[src/rtl/rails_feeder.sv]
// Double-banked case feeder: buffers host (d1,d2) pairs into two ten-entry banks and
// replays each closed case to a rail checker, tallying checker verdicts.
module rails_feeder #(
    parameter int TIMEOUT = 64
) (
    input  logic       clk,
    input  logic       reset,
    input  logic       in_valid,
    output logic       in_ready,
    input  logic [3:0] in_d1,
    input  logic [3:0] in_d2,
    input  logic       in_last,
    output logic [3:0] num_out,
    output logic       start,
    output logic [3:0] d1_out,
    output logic [3:0] d2_out,
    output logic       dvalid,
    input  logic       chk_valid,
    input  logic       chk_r1,
    input  logic       chk_r2,
    output logic [7:0] case_cnt,
    output logic [7:0] pass_cnt,
    output logic       timeout_err
);

    localparam int CW = $clog2(TIMEOUT + 1);
    localparam logic [CW-1:0] WAIT_LAST = CW'(TIMEOUT - 1);

    typedef enum logic [1:0] {
        IDLE = 2'd0,
        HDR  = 2'd1,
        SEND = 2'd2,
        WAIT = 2'd3
    } state_t;

    state_t        state_r;
    logic [3:0]    d1_mem_r [0:1][0:9];
    logic [3:0]    d2_mem_r [0:1][0:9];
    logic [3:0]    len_r    [0:1];
    logic [1:0]    full_r;
    logic          wr_bank_r;
    logic          rd_bank_r;
    logic [3:0]    wr_idx_r;
    logic [3:0]    rd_idx_r;
    logic [CW-1:0] wait_cnt_r;

    logic          start_r;
    logic [3:0]    num_out_r;
    logic          dvalid_r;
    logic [3:0]    d1_out_r;
    logic [3:0]    d2_out_r;
    logic [7:0]    case_cnt_r;
    logic [7:0]    pass_cnt_r;
    logic          timeout_err_r;

    logic          accept_s;
    logic          close_s;
    logic          release_s;
    logic          pass_s;
    logic          timeout_hit_s;
    logic          last_beat_s;

    function automatic logic [7:0] sat_inc(input logic [7:0] v);
        return (v == 8'hFF) ? v : v + 8'd1;
    endfunction

    // Handshake and release decode from current registered state
    always_comb begin
        accept_s      = in_valid & ~full_r[wr_bank_r];
        close_s       = accept_s & (in_last | (wr_idx_r == 4'd9));
        timeout_hit_s = (state_r == WAIT) & ~chk_valid & (wait_cnt_r == WAIT_LAST);
        release_s     = (state_r == WAIT) & (chk_valid | (wait_cnt_r == WAIT_LAST));
        pass_s        = (state_r == WAIT) & chk_valid & chk_r1 & chk_r2;
        last_beat_s   = (rd_idx_r == (len_r[rd_bank_r] - 4'd1));
    end

    // Write side: store accepted pairs, close a case on in_last or the tenth pair
    always_ff @(posedge clk) begin
        if (reset) begin
            wr_bank_r <= 1'b0;
            wr_idx_r  <= 4'd0;
            for (int b = 0; b < 2; b++) begin
                len_r[b] <= 4'd0;
                for (int i = 0; i < 10; i++) begin
                    d1_mem_r[b][i] <= 4'd0;
                    d2_mem_r[b][i] <= 4'd0;
                end
            end
        end else if (accept_s) begin
            d1_mem_r[wr_bank_r][wr_idx_r] <= in_d1;
            d2_mem_r[wr_bank_r][wr_idx_r] <= in_d2;
            if (close_s) begin
                len_r[wr_bank_r] <= wr_idx_r + 4'd1;
                wr_idx_r         <= 4'd0;
                wr_bank_r        <= ~wr_bank_r;
            end else begin
                wr_idx_r <= wr_idx_r + 4'd1;
            end
        end else begin
            wr_idx_r <= wr_idx_r;
        end
    end

    // Bank full flags: a close and a release never target the same bank in one cycle
    always_ff @(posedge clk) begin
        if (reset) begin
            full_r <= 2'b00;
        end else begin
            for (int b = 0; b < 2; b++) begin
                if (close_s && (wr_bank_r == 1'(b))) begin
                    full_r[b] <= 1'b1;
                end else if (release_s && (rd_bank_r == 1'(b))) begin
                    full_r[b] <= 1'b0;
                end else begin
                    full_r[b] <= full_r[b];
                end
            end
        end
    end

    // Read FSM with registered header/beat outputs and verdict counters
    always_ff @(posedge clk) begin
        if (reset) begin
            state_r       <= IDLE;
            rd_bank_r     <= 1'b0;
            rd_idx_r      <= 4'd0;
            wait_cnt_r    <= '0;
            start_r       <= 1'b0;
            num_out_r     <= 4'd0;
            dvalid_r      <= 1'b0;
            d1_out_r      <= 4'd0;
            d2_out_r      <= 4'd0;
            case_cnt_r    <= 8'd0;
            pass_cnt_r    <= 8'd0;
            timeout_err_r <= 1'b0;
        end else begin
            case (state_r)
                IDLE: begin
                    if (full_r[rd_bank_r]) begin
                        state_r   <= HDR;
                        start_r   <= 1'b1;
                        num_out_r <= len_r[rd_bank_r];
                        rd_idx_r  <= 4'd0;
                    end else begin
                        state_r   <= IDLE;
                    end
                end
                HDR: begin
                    state_r   <= SEND;
                    start_r   <= 1'b0;
                    num_out_r <= 4'd0;
                    rd_idx_r  <= 4'd0;
                    dvalid_r  <= 1'b1;
                    d1_out_r  <= d1_mem_r[rd_bank_r][0];
                    d2_out_r  <= d2_mem_r[rd_bank_r][0];
                end
                SEND: begin
                    if (last_beat_s) begin
                        state_r    <= WAIT;
                        dvalid_r   <= 1'b0;
                        d1_out_r   <= 4'd0;
                        d2_out_r   <= 4'd0;
                        wait_cnt_r <= '0;
                    end else begin
                        rd_idx_r <= rd_idx_r + 4'd1;
                        d1_out_r <= d1_mem_r[rd_bank_r][rd_idx_r + 4'd1];
                        d2_out_r <= d2_mem_r[rd_bank_r][rd_idx_r + 4'd1];
                    end
                end
                WAIT: begin
                    if (release_s) begin
                        state_r    <= IDLE;
                        wait_cnt_r <= '0;
                        rd_bank_r  <= ~rd_bank_r;
                        case_cnt_r <= sat_inc(case_cnt_r);
                        if (pass_s) begin
                            pass_cnt_r <= sat_inc(pass_cnt_r);
                        end else begin
                            pass_cnt_r <= pass_cnt_r;
                        end
                        if (timeout_hit_s) begin
                            timeout_err_r <= 1'b1;
                        end else begin
                            timeout_err_r <= timeout_err_r;
                        end
                    end else begin
                        wait_cnt_r <= wait_cnt_r + CW'(1);
                    end
                end
                default: begin
                    state_r   <= IDLE;
                    start_r   <= 1'b0;
                    num_out_r <= 4'd0;
                    dvalid_r  <= 1'b0;
                    d1_out_r  <= 4'd0;
                    d2_out_r  <= 4'd0;
                end
            endcase
        end
    end

    assign in_ready    = ~full_r[wr_bank_r];
    assign start       = start_r;
    assign num_out     = num_out_r;
    assign dvalid      = dvalid_r;
    assign d1_out      = d1_out_r;
    assign d2_out      = d2_out_r;
    assign case_cnt    = case_cnt_r;
    assign pass_cnt    = pass_cnt_r;
    assign timeout_err = timeout_err_r;

endmodule

[config.mk]
export PLATFORM = sky130hd
export DESIGN_NAME = rails_feeder
export DESIGN_NICKNAME = d
export VERILOG_FILES = /design/src/rtl/rails_feeder.sv
export SDC_FILE = /design/constraint.sdc
export NUM_CORES = 1
export LEC_CHECK = 0
export BUFFER_PORTS_ARGS = -buffer_cell sky130_fd_sc_hd__buf_2
export CAP_MARGIN = 20
export CORE_MARGIN = 2
export CORE_UTILIZATION = 59
export DETAILED_ROUTE_END_ITERATION = 6
export PLACE_DENSITY = 0.77
export SYNTH_ARGS = -nofsm -noshare
export SYNTH_HDL_FRONTEND = slang
export SYNTH_SLANG_ARGS = --single-unit
[constraint.sdc]
create_clock -name clk -period 3.3 [get_ports clk]
set_input_delay 0.33 -clock clk [delete_from_list [all_inputs] [get_ports clk]]
set_output_delay 0.33 -clock clk [all_outputs]
set_load 0.05 [all_outputs]
After elaboration in Yosys (flattened, before gate mapping)
Memory sizes are Yosys's and may differ from the RTL's. A register that Yosys moved wholly into a read port is not among the register bits.
Cells that the tools add are included.
{"block": "word_totals", "out_inout_bits": 32, "latch_bits": 0, "reg_bits": 52, "ramBits": 168, "rom_bits": 0, "inputBits": 15, "mem_count": 3, "word_cells": 146}
{"block": "op_classes", "mux": 61, "div": 0, "n_addsub": 6, "magnitude_cmp": 5, "n_shift": 0, "n_bitwise": 18, "reduce_logical": 25, "n_mul": 0, "eq_ne": 12}
{"name": "d1_mem_r", "depth": 2, "width": 40, "read_ports": 1, "rd_ports_with_merged_regs": 1, "write_ports": 2, "line": "37", "source": "logic [3:0] d1_mem_r [0:1][0:9];"}
{"name": "d2_mem_r", "depth": 2, "width": 40, "read_ports": 1, "rd_ports_with_merged_regs": 1, "write_ports": 2, "line": "38", "source": "logic [3:0] d2_mem_r [0:1][0:9];"}
{"name": "len_r", "depth": 2, "width": 4, "read_ports": 1, "rd_ports_with_merged_regs": 1, "write_ports": 2, "line": "39", "source": "logic [3:0] len_r [0:1];"}
{"operator": "two-way mux 40 bit", "count": 5}
{"operator": "OR reduction 40 bit", "count": 2}
{"operator": "two-way mux 4 bit", "count": 12}
{"operator": "binary-select mux 4 bit (select 4 bit)", "count": 2}
{"operator": "two-way mux 1 bit", "count": 29}
{"operator": "case mux 4 bit (2 select lines)", "count": 3}
{"operator": "adder 8 x 1 -> 8 bit (second input constant)", "count": 2}
{"operator": "demux 4 bit (select 4 bit)", "count": 1}
{"operator": "== test 8 bit (second input constant)", "count": 2}
{"operator": "two-way mux 7 bit", "count": 2}
{"operator": "case mux 7 bit (2 select lines)", "count": 1}
{"operator": "case mux 4 bit (3 select lines)", "count": 1}
{"operator": "AND reduction 2 bit", "count": 6}
{"operator": "greater-or-equal comparator 5 bit (second input constant)", "count": 2}
{"operator": "inverter 4 -> 5 bit", "count": 2}
{"operator": "nonzero test 2 bit", "count": 5}
{"operator": "AND reduction 3 bit", "count": 3}
{"operator": "adder 4 x 1 -> 4 bit (second input constant)", "count": 2}
{"operator": "AND 1 bit", "count": 8}
{"operator": "!= test 2 bit (second input constant)", "count": 4}
{"operator": "case mux 2 bit (4 select lines)", "count": 1}
{"operator": "adder 7 x 1 -> 7 bit (second input constant)", "count": 1}
{"operator": "== test 7 x 6 -> 1 bit (second input constant)", "count": 1}
{"operator": "inverter 1 bit", "count": 6}
{"operator": "15 further kinds", "count": 24}

Logic depth before layout (Yosys ltp)
Gate-level depths: netlist (run 1).
{"block": "logic_depth", "word_depth": 11, "ltp_mapped": 11, "ltp_nobuf": 8}

Worst setup path before layout (run 1)
OpenSTA, ideal clock, no wires.
{"block": "synth_path", "kind": "reg2reg", "from": "register wr_bank_r", "to": "memory d1_mem_r[1][4] in the netlist's numbering, enable pin", "stages_incl_launch_ff": 5, "required_time_ns": 2.902, "setup_ns": 0.398, "setup_slack_ns": 0.174, "synth_period_minus_slack_ns": 3.126, "arrival_ns": 2.728, "path_cell_list": "dfxtp_1 > mux2i_1 > nand2_1 > clkbuf_1 > o41ai_1"}
{"element": "start: declaration", "line": "41", "source": "logic wr_bank_r;"}
{"element": "start signal: assignment", "line": "95", "source": "wr_bank_r <= ~wr_bank_r;"}
{"element": "end: declaration", "line": "37"}

==> key figures, run 1 <==
Worst setup path
  • Cell family with most CP delay: compound AO/OA/AOI/OAI gates
  • Slowest CP cell: o41ai_1
  • Slowest stage delay, CP: between 0.6 and 0.7 ns
  • Worst Setup End Kind: register
  • Crit-path cells: inv_1 -> ha_1 -> o41ai_1 -> nor2_1 -> nor4_2 -> buf_4 -> or2_2
  • CP Class: reg -> reg
  • Data arrival, critical path: just under 3 ns
  • Required time of the critical path: about 3.5 ns
  • CP bufs+invs: 2
  • Type of origin of the critical path: register
  • Flop2flop setup slack: between 0.5 and 0.6 ns
  • Critical Path Fanout Max: 21

Clock tree
  • Clock Path Buffers: 3
  • Clk_lat worst skew: ~0.5 ns
  • Clock sink count: ~220
  • CTS tree: yes
  • Number of CTS-inserted buffers: 22
  • Setup bufs post-CTS: 0
  • Root buffer selected by CTS: clkbuf_16
  • # hold bufs at CTS: 0
  • PostCTS Resize Cnt: 0
  • H-tree depth: 1
  • Clock transition at path regs: 0.06 ns

Run
  • Max-Cap Viols: 0

GRT
  • First-pass GRT wire length: roughly 38000 µm
  • Vias in the first global route: 6561
  • Total global routing overflow: 0
  • Pin count of the biggest net entering global routing: 72
  • Initial antenna violation count: 0
  • Gr usage total: 0.274

STA
  • Fin Clk Skew: between 0.015 and 0.02 ns
  • Final setup viols: 0
  • Crit share post-route: 0.836
  • Tmin final: about 2.8 ns
  • Max Fclk: around 360 MHz
  • Measured slew at the worst slew-check pin: 0.881 ns
  • Slew HR: 0.412
  • RSZ-0062 raised after global routing: false
  • Setup_tns: 0 ns
  • Final slew viol count: 0
  • Endpoints failing hold: 0

Cells and area
  • Finished Cell Area: ~0.011 mm²
  • Fraction of layout cells with a size suffix above 1: 0.172
  • Layout area overhead: 10.3%
  • Antenna Cells: 0
  • NumNets Final: 846
  • Fill cells: 1228
  • Non-filler cells, final: 1055

Power
  • Leakage Power: 0.00433 µW
  • Worst VDD drop: between 0.0003 and 0.0004 V
  • Pwr dens: around 600 mW/mm²

Drt
  • Wire per inst: between 20 and 25 µm
  • Routed wire length: ~24000 µm
  • Routed vias/inst: 6.40
  • Vias: 6748
  • DRT Pass-1 Iters: 5
  • Initial DRC count: a little over 700
  • Remaining DRCs: 0
  • ANT nets after route: 0

Logic synthesis
  • Yosys warns: 0
  • Sequential share of the synthesized area: 0.594
  • Synth Flop Type: edfxtp_1
  • Synthesized area: around 0.010 mm²
  • FF+latch count, synth: ~220
  • Post-synth EDFFs: ~170
  • Mapped Cells: ~780
  • Syn nets: 815
  • Mean post-synth cell area: approximately 13 µm²
  • Synth unique cells: between 60 and 70
  • Ys async rst share: 0

Die
  • Initial Util: 0.598
  • Core box area: approximately 0.017 mm²
  • Die X-Extent: around 140 µm
  • Die Ht: 136 µm
  • Num rows: between 40 and 50
  • Die ar.: 0.0185 mm²
  • Top Ports: 47

Placed design
  • Routability Congestion: 0.844
  • Placed cells: between 1000 and 1500
  • IO buf count: between 40 and 50
  • Dpl hpwl: 16500 µm
  • Placed Instance Area: between 0.01 and 0.015 mm²

Run status
  • Status: finished clean

Worst hold path
  • Hold Crit Class: in -> reg
worst reg2reg max path, cell delays in order, from the launching register on:
cell     delay [ns]
dfxtp_1        0.48
inv_1          0.11
ha_1           0.44
o41ai_1        0.63
nor2_1         0.10
nor4_2         0.26
buf_4          0.21
or2_2          0.23
cells in the mapped netlist, types with 4 or more instances:
cell type	instances	area share
a211oi_1	8	0.0058
a21o_1	13	0.0095
a21oi_1	20	0.0097
a31oi_1	4	0.0024
a32o_1	4	0.0039
a32oi_1	5	0.0043
a41o_1	4	0.0039
and2_1	33	0.020
and3_1	67	0.041
buf_4	4	0.0029
clkbuf_1	38	0.014
dfxtp_1	53	0.10
edfxtp_1	168	0.49
ha_1	17	0.021
inv_1	12	0.0044
mux2i_1	37	0.036
mux4_2	31	0.068
nand2_1	39	0.014
nand2b_1	5	0.0030
nand3_1	15	0.0073
nand4_1	5	0.0030
nor2_1	69	0.025
nor3_1	14	0.0068
nor4_1	6	0.0037
nor4_2	4	0.0049
o21ai_0	22	0.011
o22ai_1	5	0.0030
or3_1	6	0.0037
xnor2_1	11	0.0094
xor2_1	9	0.0077
metrics by stage:
step                hold slack, ns  power [µW]   util  setup WS, ns
floorplan                    0.435        4020      -         0.174
global route                 0.295        6950  0.660         0.421
global placement             0.447        4260  0.618         0.785
detailed placement           0.453        4300  0.618         0.575
finish                       0.248        6750  0.660         0.542
CTS                          0.240        6750  0.660         0.569
cell type report:
cell class / instances / area (µm²) / share of cell area
sequential: 221 / 6110 / 0.539
multi-input combinational: 495 / 3820 / 0.337
clock buffer: 33 / 664 / 0.0586
timing repair buffer: 61 / 355 / 0.0313
tap: 225 / 282 / 0.0248
clock inverter: 7 / 56.3 / 0.00497
inverter: 13 / 48.8 / 0.00430
sequential cells by signal, indices dropped and copies added, names as in the netlist, named ones only:
| register | count |
|---|---|
| pass_cnt | 8 |
| state_r | 2 |
| d1_mem_r | 80 |
| len_r | 8 |
| d2_mem_r | 80 |
| wr_bank_r | 1 |
| wr_idx_r | 4 |
| start | 1 |
| rd_idx_r | 4 |
| num_out | 4 |
| case_cnt | 8 |
| d1_out | 4 |
| timeout_err | 1 |
| d2_out | 4 |
| full_r | 2 |
| wait_cnt_r | 7 |
| rd_bank_r | 1 |
| dvalid | 1 |
power by group:
group / switching [µW] / internal [µW]
Clock: 1020 / 1470
Combinational: 707 / 316
Sequential: 77.6 / 3160
layer usage:
layer / vias up / global-route usage / wire length [µm]
met5: - / 0 / 0
met4: 0 / 0.111 / 920
met3: 70 / 0.0582 / 2300
met2: 361 / 0.439 / 11700
met1: 3314 / 0.368 / 9350
li1: 3003 / - / -
path summary, 6_finish.rpt:
check | end | cells past startpoint | startpoint
hold reg to reg | timeout_err$_SDFFE_PP0P_ | 2 | timeout_err$_SDFFE_PP0P_
setup / recovery | d2_mem_r[1][38]$_SDFFCE_PN0P_ | 7 | wr_idx_r[0]$_SDFFE_PP0N_
hold / removal | wait_cnt_r[0]$_SDFFE_PP0P_ | 4 | reset
setup reg to reg | d2_mem_r[1][38]$_SDFFCE_PN0P_ | 7 | wr_idx_r[0]$_SDFFE_PP0N_
logic make-up (layout without fill, tap and decap cells):
group	after synthesis	in the layout	synth area share
AND/OR/NAND/NOR	282	282	0.147
adder cells (fa/ha/maj)	17	17	0.0207
buffers and inverters	67	114	0.0342
multiplexers	71	71	0.110
XOR/XNOR	23	23	0.0240
flip-flops	221	221	0.594
AO/OA/AOI/OAI	102	102	0.0698
placed cells by master, fill, tap and decap left out, drive strengths merged, types with 2 or more instances in the layout:
| master | n |
|---|---|
| buf | 61 |
| and3 | 67 |
| nand2 | 39 |
| nor3 | 14 |
| nand3 | 15 |
| o22ai | 5 |
| a31oi | 5 |
| nor2 | 69 |
| a32oi | 5 |
| nand3b | 3 |
| a211oi | 8 |
| nand4 | 5 |
| edfxtp | 168 |
| clkinv | 6 |
| dfxtp | 53 |
| nor4 | 10 |
| a21o | 13 |
| nor3b | 3 |
| xnor2 | 13 |
| and2 | 34 |
| or2 | 4 |
| mux4 | 32 |
| o2bb2ai | 2 |
| nor2b | 3 |
| a41o | 4 |
| o21ai | 26 |
| inv | 13 |
| a32o | 4 |
| xor2 | 10 |
| mux2i | 39 |
| o41ai | 3 |
| clkbuf | 33 |
| o211ai | 2 |
| nand4b | 2 |
| or3 | 6 |
| o21a | 2 |
| a21oi | 21 |
| ha | 17 |
| nand2b | 5 |
Note: power is estimated with default switching activity, not from simulation.
==> run 2: changes to the inputs <==
clock period = 2.75 ns   (was 3.3 ns; I/O delays follow)
==> run 2 against run 1 <==
Design area grew 0.36%. Sequential power grew 20%. Largest power group unchanged. First-iteration DRC count grew 20%. Count of clock-buffer cells in the layout grew 2. Routed wire length shrank 0.38%.
==> key figures, run 2 (synthesis gave the netlist of run 1 again) <==
Clock tree
  • CTS tree: yes
  • Root buffer selected by CTS: clkbuf_16
  • Clock sink count: 221 (unchanged)
  • Clock transition at path regs: 0.06 ns (about the same)
  • H-tree depth: 1 (unchanged)
  • Number of CTS-inserted buffers: 23 (+4.5%)
  • Clock Path Buffers: 3 (unchanged)
  • Setup bufs post-CTS: 0 (unchanged)
  • Clk_lat worst skew: 0.52 ns (about the same)
  • PostCTS Resize Cnt: 0 (unchanged)
  • # hold bufs at CTS: 0 (unchanged)

Power
  • Psw: 2180 µW (+21%)
  • Switch share: 0.270 (+0.00327)
  • Total power: 8070 µW (+20%)
  • Logic pwr share: 0.153 (about the same)
  • Worst VDD drop: 0.000410 V (+3.1%)
  • Register share of total power: 0.482 (+0.002)
  • Pint: 5890 µW (+19%)
  • Pwr dens: 709 mW/mm² (+19%)
  • Leakage Power: 0.00436 µW (+0.67%)
  • Clock power share: 0.365 (-0.003)

Placed design
  • Pre-CTS setup slack: 0.326 ns (-0.249 ns)
  • IO buf count: 46 (unchanged)
  • Routability Congestion: 0.880 (+4.3%)
  • Dpl hpwl: 16300 µm (-1.3%)

STA
  • Post-route setup slack: 0.279 ns (-0.263 ns)
  • Slew HR: 0.437 (+0.0247)
  • Setup_tns: 0 ns (unchanged)
  • Measured slew at the worst slew-check pin: 0.844 ns (-0.0370 ns)
  • WHS: 0.217 ns (-0.0312 ns)
  • Tmin final: 2.47 ns (-0.287 ns)
  • Final slew viol count: 0 (unchanged)
  • RSZ-0062 raised after global routing: false
  • Max Fclk: 405 MHz (+12%)
  • Endpoints failing hold: 0 (unchanged)
  • Crit share post-route: 0.899 (+0.0629)
  • Final setup viols: 0 (unchanged)
  • Fin Clk Skew: 0.0132 ns (-0.00288 ns)

Worst setup path
  • Worst Setup End Kind: register
  • Crit-path cells: ha_1 -> xor2_4 -> buf_4 -> mux4_2 -> o22ai_1 -> a211oi_1 -> nor4_1
  • CP bufs+invs: 1 (-1)
  • Slowest CP cell: mux4_2
  • Critical Path Fanout Max: 14 (-33%)
  • Type of origin of the critical path: register
  • Slowest stage delay, CP: 0.52 ns (-0.11 ns)
  • Required time of the critical path: 3.16 ns (-0.35 ns)
  • Cell family with most CP delay: multiplexers
  • Data arrival, critical path: 2.88 ns (-0.08 ns)
  • CP Class: reg -> reg

Drt
  • DRT Pass-1 Iters: 5 (unchanged)
  • Wire per inst: 22.7 µm (-1.1%)
  • Vias: 6746 (-0.030%)
  • Initial DRC count: 862 (+20%)
  • Routed vias/inst: 6.35 (-0.78%)
  • Routed wire length: 24100 µm (-0.38%)
  • ANT nets after route: 0 (unchanged)
  • Remaining DRCs: 0 (unchanged)

GRT
  • Initial antenna violation count: 0 (unchanged)
  • Pin count of the biggest net entering global routing: 71 (-1.4%)
  • Gr usage total: 0.267 (-0.00705)
  • Vias in the first global route: 6589 (+0.43%)
  • Total global routing overflow: 0 (unchanged)
  • First-pass GRT wire length: 37200 µm (-1.2%)

Die
  • Die ar.: 0.0185 mm² (unchanged)
  • Top Ports: 47 (unchanged)
  • Core box area: 0.0172 mm² (unchanged)
  • Die X-Extent: 136 µm (unchanged)
  • Num rows: 48 (unchanged)
  • Initial Util: 0.598 (unchanged)
  • Die Ht: 136 µm (unchanged)

Run
  • Max-Cap Viols: 0 (unchanged)

Cells and area
  • Fill cells: 1231 (+0.24%)
  • Biggest registers after layout: d1_mem_r (80), d2_mem_r (80)
  • Antenna Cells: 0 (unchanged)
  • NumNets Final: 853 (+0.83%)
  • Fraction of layout cells with a size suffix above 1: 0.181 (+0.00910)
  • Most frequent cells in the layout: edfxtp_1 (168), nor2_1 (69), and3_1 (67), dfxtp_1 (52), buf_2 (46)
  • Most common cell after layout, fill and taps aside: edfxtp_1
  • Layout area overhead: 10.8%

Worst hold path
  • Hold Crit Class: in -> reg

Run status
  • Status: finished clean
run 2: power by group through the flow:
stage               Combinational [µW]  Clock, µW  Sequential [µW]
floorplan                          734          0             4100
global placement                  1180          0             3940
detailed placement                1220          0             3960
CTS                               1230       2960             3890
global route                      1320       3100             3900
finish                            1240       2940             3890
run 2: through the flow:
step	std cells	cell area, µm²	util
2_1_floorplan	783	10300	-
3_3_place_gp	1021	10700	0.622
3_5_place_dp	1021	10700	0.622
4_1_cts	1063	11400	0.663
5_1_grt	1063	11400	0.663
6_report	1063	11400	0.663
run 2: worst paths after layout:
check,startpoint,endpoint,slack [ns],cells after the start
min reg2reg,full_r[1]$_SDFFE_PP0P_,full_r[1]$_SDFFE_PP0P_,0.47,2
max reg2reg,rd_idx_r[1]$_SDFFE_PP0P_,d1_out[2]$_SDFFE_PP0P_,0.28,7
min,chk_valid,timeout_err$_SDFFE_PP0P_,0.22,4
max,rd_idx_r[1]$_SDFFE_PP0P_,d1_out[2]$_SDFFE_PP0P_,0.28,7
run 2: cell type report:
cell class / count / area, µm² / area share
inverter: 13 / 48.8 / 0.00429
clock buffer: 35 / 641 / 0.0563
clock inverter: 7 / 65.1 / 0.00572
tap: 225 / 282 / 0.0247
timing repair buffer: 67 / 400 / 0.0352
sequential: 221 / 6110 / 0.537
multi-input combinational: 495 / 3830 / 0.337
run 2: tightest hold or removal path, delay by kind of cell:
kind	cells	cell delay, ns
and+or+nand+nor	2	0.13
AOI/OAI and AO/OA	1	0.16
buffers and inverters	1	0.11
run 2: layer usage:
layer  GRT usage  vias to the layer above  part of all wire
met4      0.0862                        0             0.032
met3      0.0529                       64             0.088
met2       0.436                      338              0.49
met5           0                        -                 0
li1            -                     3017                 -
met1       0.363                     3327              0.39
==> run 3: changes to the inputs <==
CORE_UTILIZATION = 56   (was 59)
clock period = 2 ns   (was 2.75 ns; I/O delays follow)
==> run 3 against run 2 <==
The flow now finishes with violations (negative setup slack). Worst setup slack worse by 0.46 ns. Non-clock buffer count up 82. Clock skew up 0.011 ns. Critical path depth up 2. Total power up 50%. Cell count up 8.7%. Combinational power up 74%. Largest cell class unchanged.
==> key figures, run 3 (synthesis gave the netlist of run 1 again) <==
Clock tree
  • Clock sink count: 221 (unchanged)
  • Clock Path Buffers: 3 (unchanged)
  • H-tree depth: 1 (unchanged)
  • # hold bufs at CTS: 0 (unchanged)
  • Clk_lat worst skew: 0.53 ns (about the same)
  • Root buffer selected by CTS: clkbuf_16
  • Number of CTS-inserted buffers: 23 (unchanged)
  • CTS tree: yes
  • Clock transition at path regs: 0.07 ns (about the same)

STA
  • Tmin final: 2.18 ns (-0.287 ns)
  • Final setup viols: 156 (+156)
  • Fin Clk Skew: 0.0237 ns (+0.0105 ns)
  • Post-route setup slack: -0.184 ns (-0.463 ns)
  • Measured slew at the worst slew-check pin: 0.640 ns (-0.204 ns)
  • RSZ-0062 raised after global routing: true
  • Endpoints failing hold: 0 (unchanged)
  • Final slew viol count: 0 (unchanged)
  • Max Fclk: 458 MHz (+13%)
  • Slew HR: 0.571 (+0.134)
  • Crit share post-route: 1.09 (+0.193)

GRT
  • Pin count of the biggest net entering global routing: 45 (-37%)
  • First-pass GRT wire length: 41600 µm (+12%)
  • Gr usage total: 0.280 (+0.0131)
  • Total global routing overflow: 0 (unchanged)
  • Initial antenna violation count: 1 (+1)
  • Vias in the first global route: 7193 (+9.2%)

Cells and area
  • Layout area overhead: 24.8%
  • Multi-input logic area: 0.00427 mm² (+11%)
  • Antenna Cells: 0 (unchanged)
  • Fill cells: 1085 (-12%)
  • Biggest registers after layout: d1_mem_r (80), d2_mem_r (80)
  • NumNets Final: 941 (+10%)
  • Most frequent cells in the layout: edfxtp_1 (168), buf_4 (73), and3_1 (67), nor2_1 (64)
  • Most common cell after layout, fill and taps aside: edfxtp_1
  • Finished Cell Area: 0.0128 mm² (+13%)
  • Storage cell area: 0.00612 mm² (+0.16%)
  • Fraction of layout cells with a size suffix above 1: 0.340 (+0.159)
  • Core Util, Final: 0.714 (+0.0511)

Drt
  • Remaining DRCs: 0 (unchanged)
  • ANT nets after route: 0 (unchanged)
  • Routed wire length: 28500 µm (+18%)
  • Initial DRC count: 984 (+14%)
  • Vias: 7401 (+9.7%)
  • Wire per inst: 24.7 µm (+8.6%)
  • DRT Pass-1 Iters: 6 (+1)
  • Routed vias/inst: 6.41 (+0.97%)

Worst setup path
  • Critical Path Fanout Max: 7 (-7)
  • Type of origin of the critical path: register
  • Flop2flop setup slack: -0.18 ns (-0.46 ns)
  • Slowest CP cell: dfxtp_4
  • Reg2reg end: rd_idx_r[1]$_SDFFE_PP0P_
  • Worst reg-to-reg path cell count: 9 (+2)
  • Required time of the critical path: 2.38 ns (-0.78 ns)
  • Crit path top cell by count: buf_4
  • Data arrival, critical path: 2.57 ns (-0.31 ns)
  • Slowest stage delay, CP: 0.40 ns (-0.12 ns)
  • Crit-path cells: mux2i_1 -> buf_4 -> ha_4 -> xor2_1 -> nor2b_2 -> a31oi_4 -> buf_4 -> a32oi_1 -> nor2_1
  • CP Class: reg -> reg
  • Worst Setup End Kind: register

Die
  • Top Ports: 47 (unchanged)
  • Core box area: 0.0180 mm² (+4.6%)
  • Die X-Extent: 139 µm (+2.6%)
  • Die ar.: 0.0194 mm² (+5.2%)
  • Initial Util: 0.572 (-0.0262)
  • Num rows: 49 (+2.1%)
  • Die Ht: 139 µm (+2.6%)

Placed design
  • Dpl hpwl: 18400 µm (+13%)
  • Routability Congestion: 0.937 (+6.5%)
  • Placed Instance Area: 0.0115 mm² (+7.3%)
  • IO buf count: 46 (unchanged)

Worst hold path
  • Hold Path Stages: 2 (-2)
  • Hold_sp: in_d2[3]
  • Hold Crit Class: in -> reg
  • Hold endpoint: d2_mem_r[1][15]$_DFFE_PP_

Run status
  • Status: finished with violations
  • Failing checks: negative setup slack

Power
  • Total power: 12100 µW (+50%)
  • Pwr dens: 945 mW/mm² (+33%)
  • Worst VDD drop: 0.000877 V (+110%)
  • Leakage Power: 0.00500 µW (+15%)

Run
  • Max-Cap Viols: 0 (unchanged)
## run 3: changes by cell type in the layout (fill, tap and decap cells not counted), moves of 6 or more
cell	change
and2_1	-14
buf_4	+53
mux2i_1	-6
and2_4	+20
buf_6	+12
ha_1	-6
buf_12	+15
dfxtp_1	-6
## run 3: worst max-delay path, delay by kind of cell (launching register included)
family / cells / cell delay, ns
xor gates and xnor gates: 1 / 0.19
buffers and inverters: 2 / 0.33
and+or+nand+nor: 2 / 0.33
DFF: 1 / 0.40
adders and majority gates: 1 / 0.19
muxes: 1 / 0.21
AOI/OAI and AO/OA: 2 / 0.41
## run 3: through the flow
stage,setup slack [ns],instances,TNS [ns],hold slack [ns]
6_report,-0.184,1155,-14.60,0.0573
4_1_cts,-0.138,1134,-2.78,0.0643
5_1_grt,-0.308,1155,-25.48,0.0619
3_3_place_gp,-0.255,1087,-4.33,0.445
2_1_floorplan,-0.239,783,-3.64,0.429
3_5_place_dp,-0.280,1087,-11.59,0.460
## run 3: worst max-delay path by stage
| stage | start | to | slack, ns |
|---|---|---|---|
| after CTS | register | wait_cnt_r[1]$_SDFFE_PP0P_ | -0.14 |
| after global routing | register | wait_cnt_r[1]$_SDFFE_PP0P_ | -0.31 |
| after detailed placement | register | d1_out[1]$_SDFFE_PP0P_ | -0.28 |
| after floorplan | register | wait_cnt_r[2]$_SDFFE_PP0P_ | -0.24 |
| final | register | rd_idx_r[1]$_SDFFE_PP0P_ | -0.18 |
| after global placement | register | d1_out[2]$_SDFFE_PP0P_ | -0.26 |
## run 3: cell type report
type                       instances  area share
clock buffer                      31      0.0496
sequential                       221       0.477
multi-input combinational        501       0.333
tap                              229      0.0223
inverter                          13     0.00420
timing repair buffer             149       0.100
clock inverter                    11      0.0132
## run 3: metal layers
metal  vias up  share of wire  wire length (µm)  global-route usage
met2       446           0.49             14000               0.464
li1       3219              -                 -                   -
met4         0          0.044              1270               0.125
met1      3655           0.37             10500               0.369
met5         -              0                 0                   0
met3        81          0.096              2730              0.0430
## run 3: power breakdown
group	total [µW]	switching (µW)	internal, µW
registers	5370	150	5220
logic	2160	1340	817
clock network	4590	1830	2760
## run 3: repair_timing
item,CTS,global route
resized for setup,38,52
cloned,0,7
setup endpoints to repair,164,197
pin swaps,22,12
buffers inserted,5,14
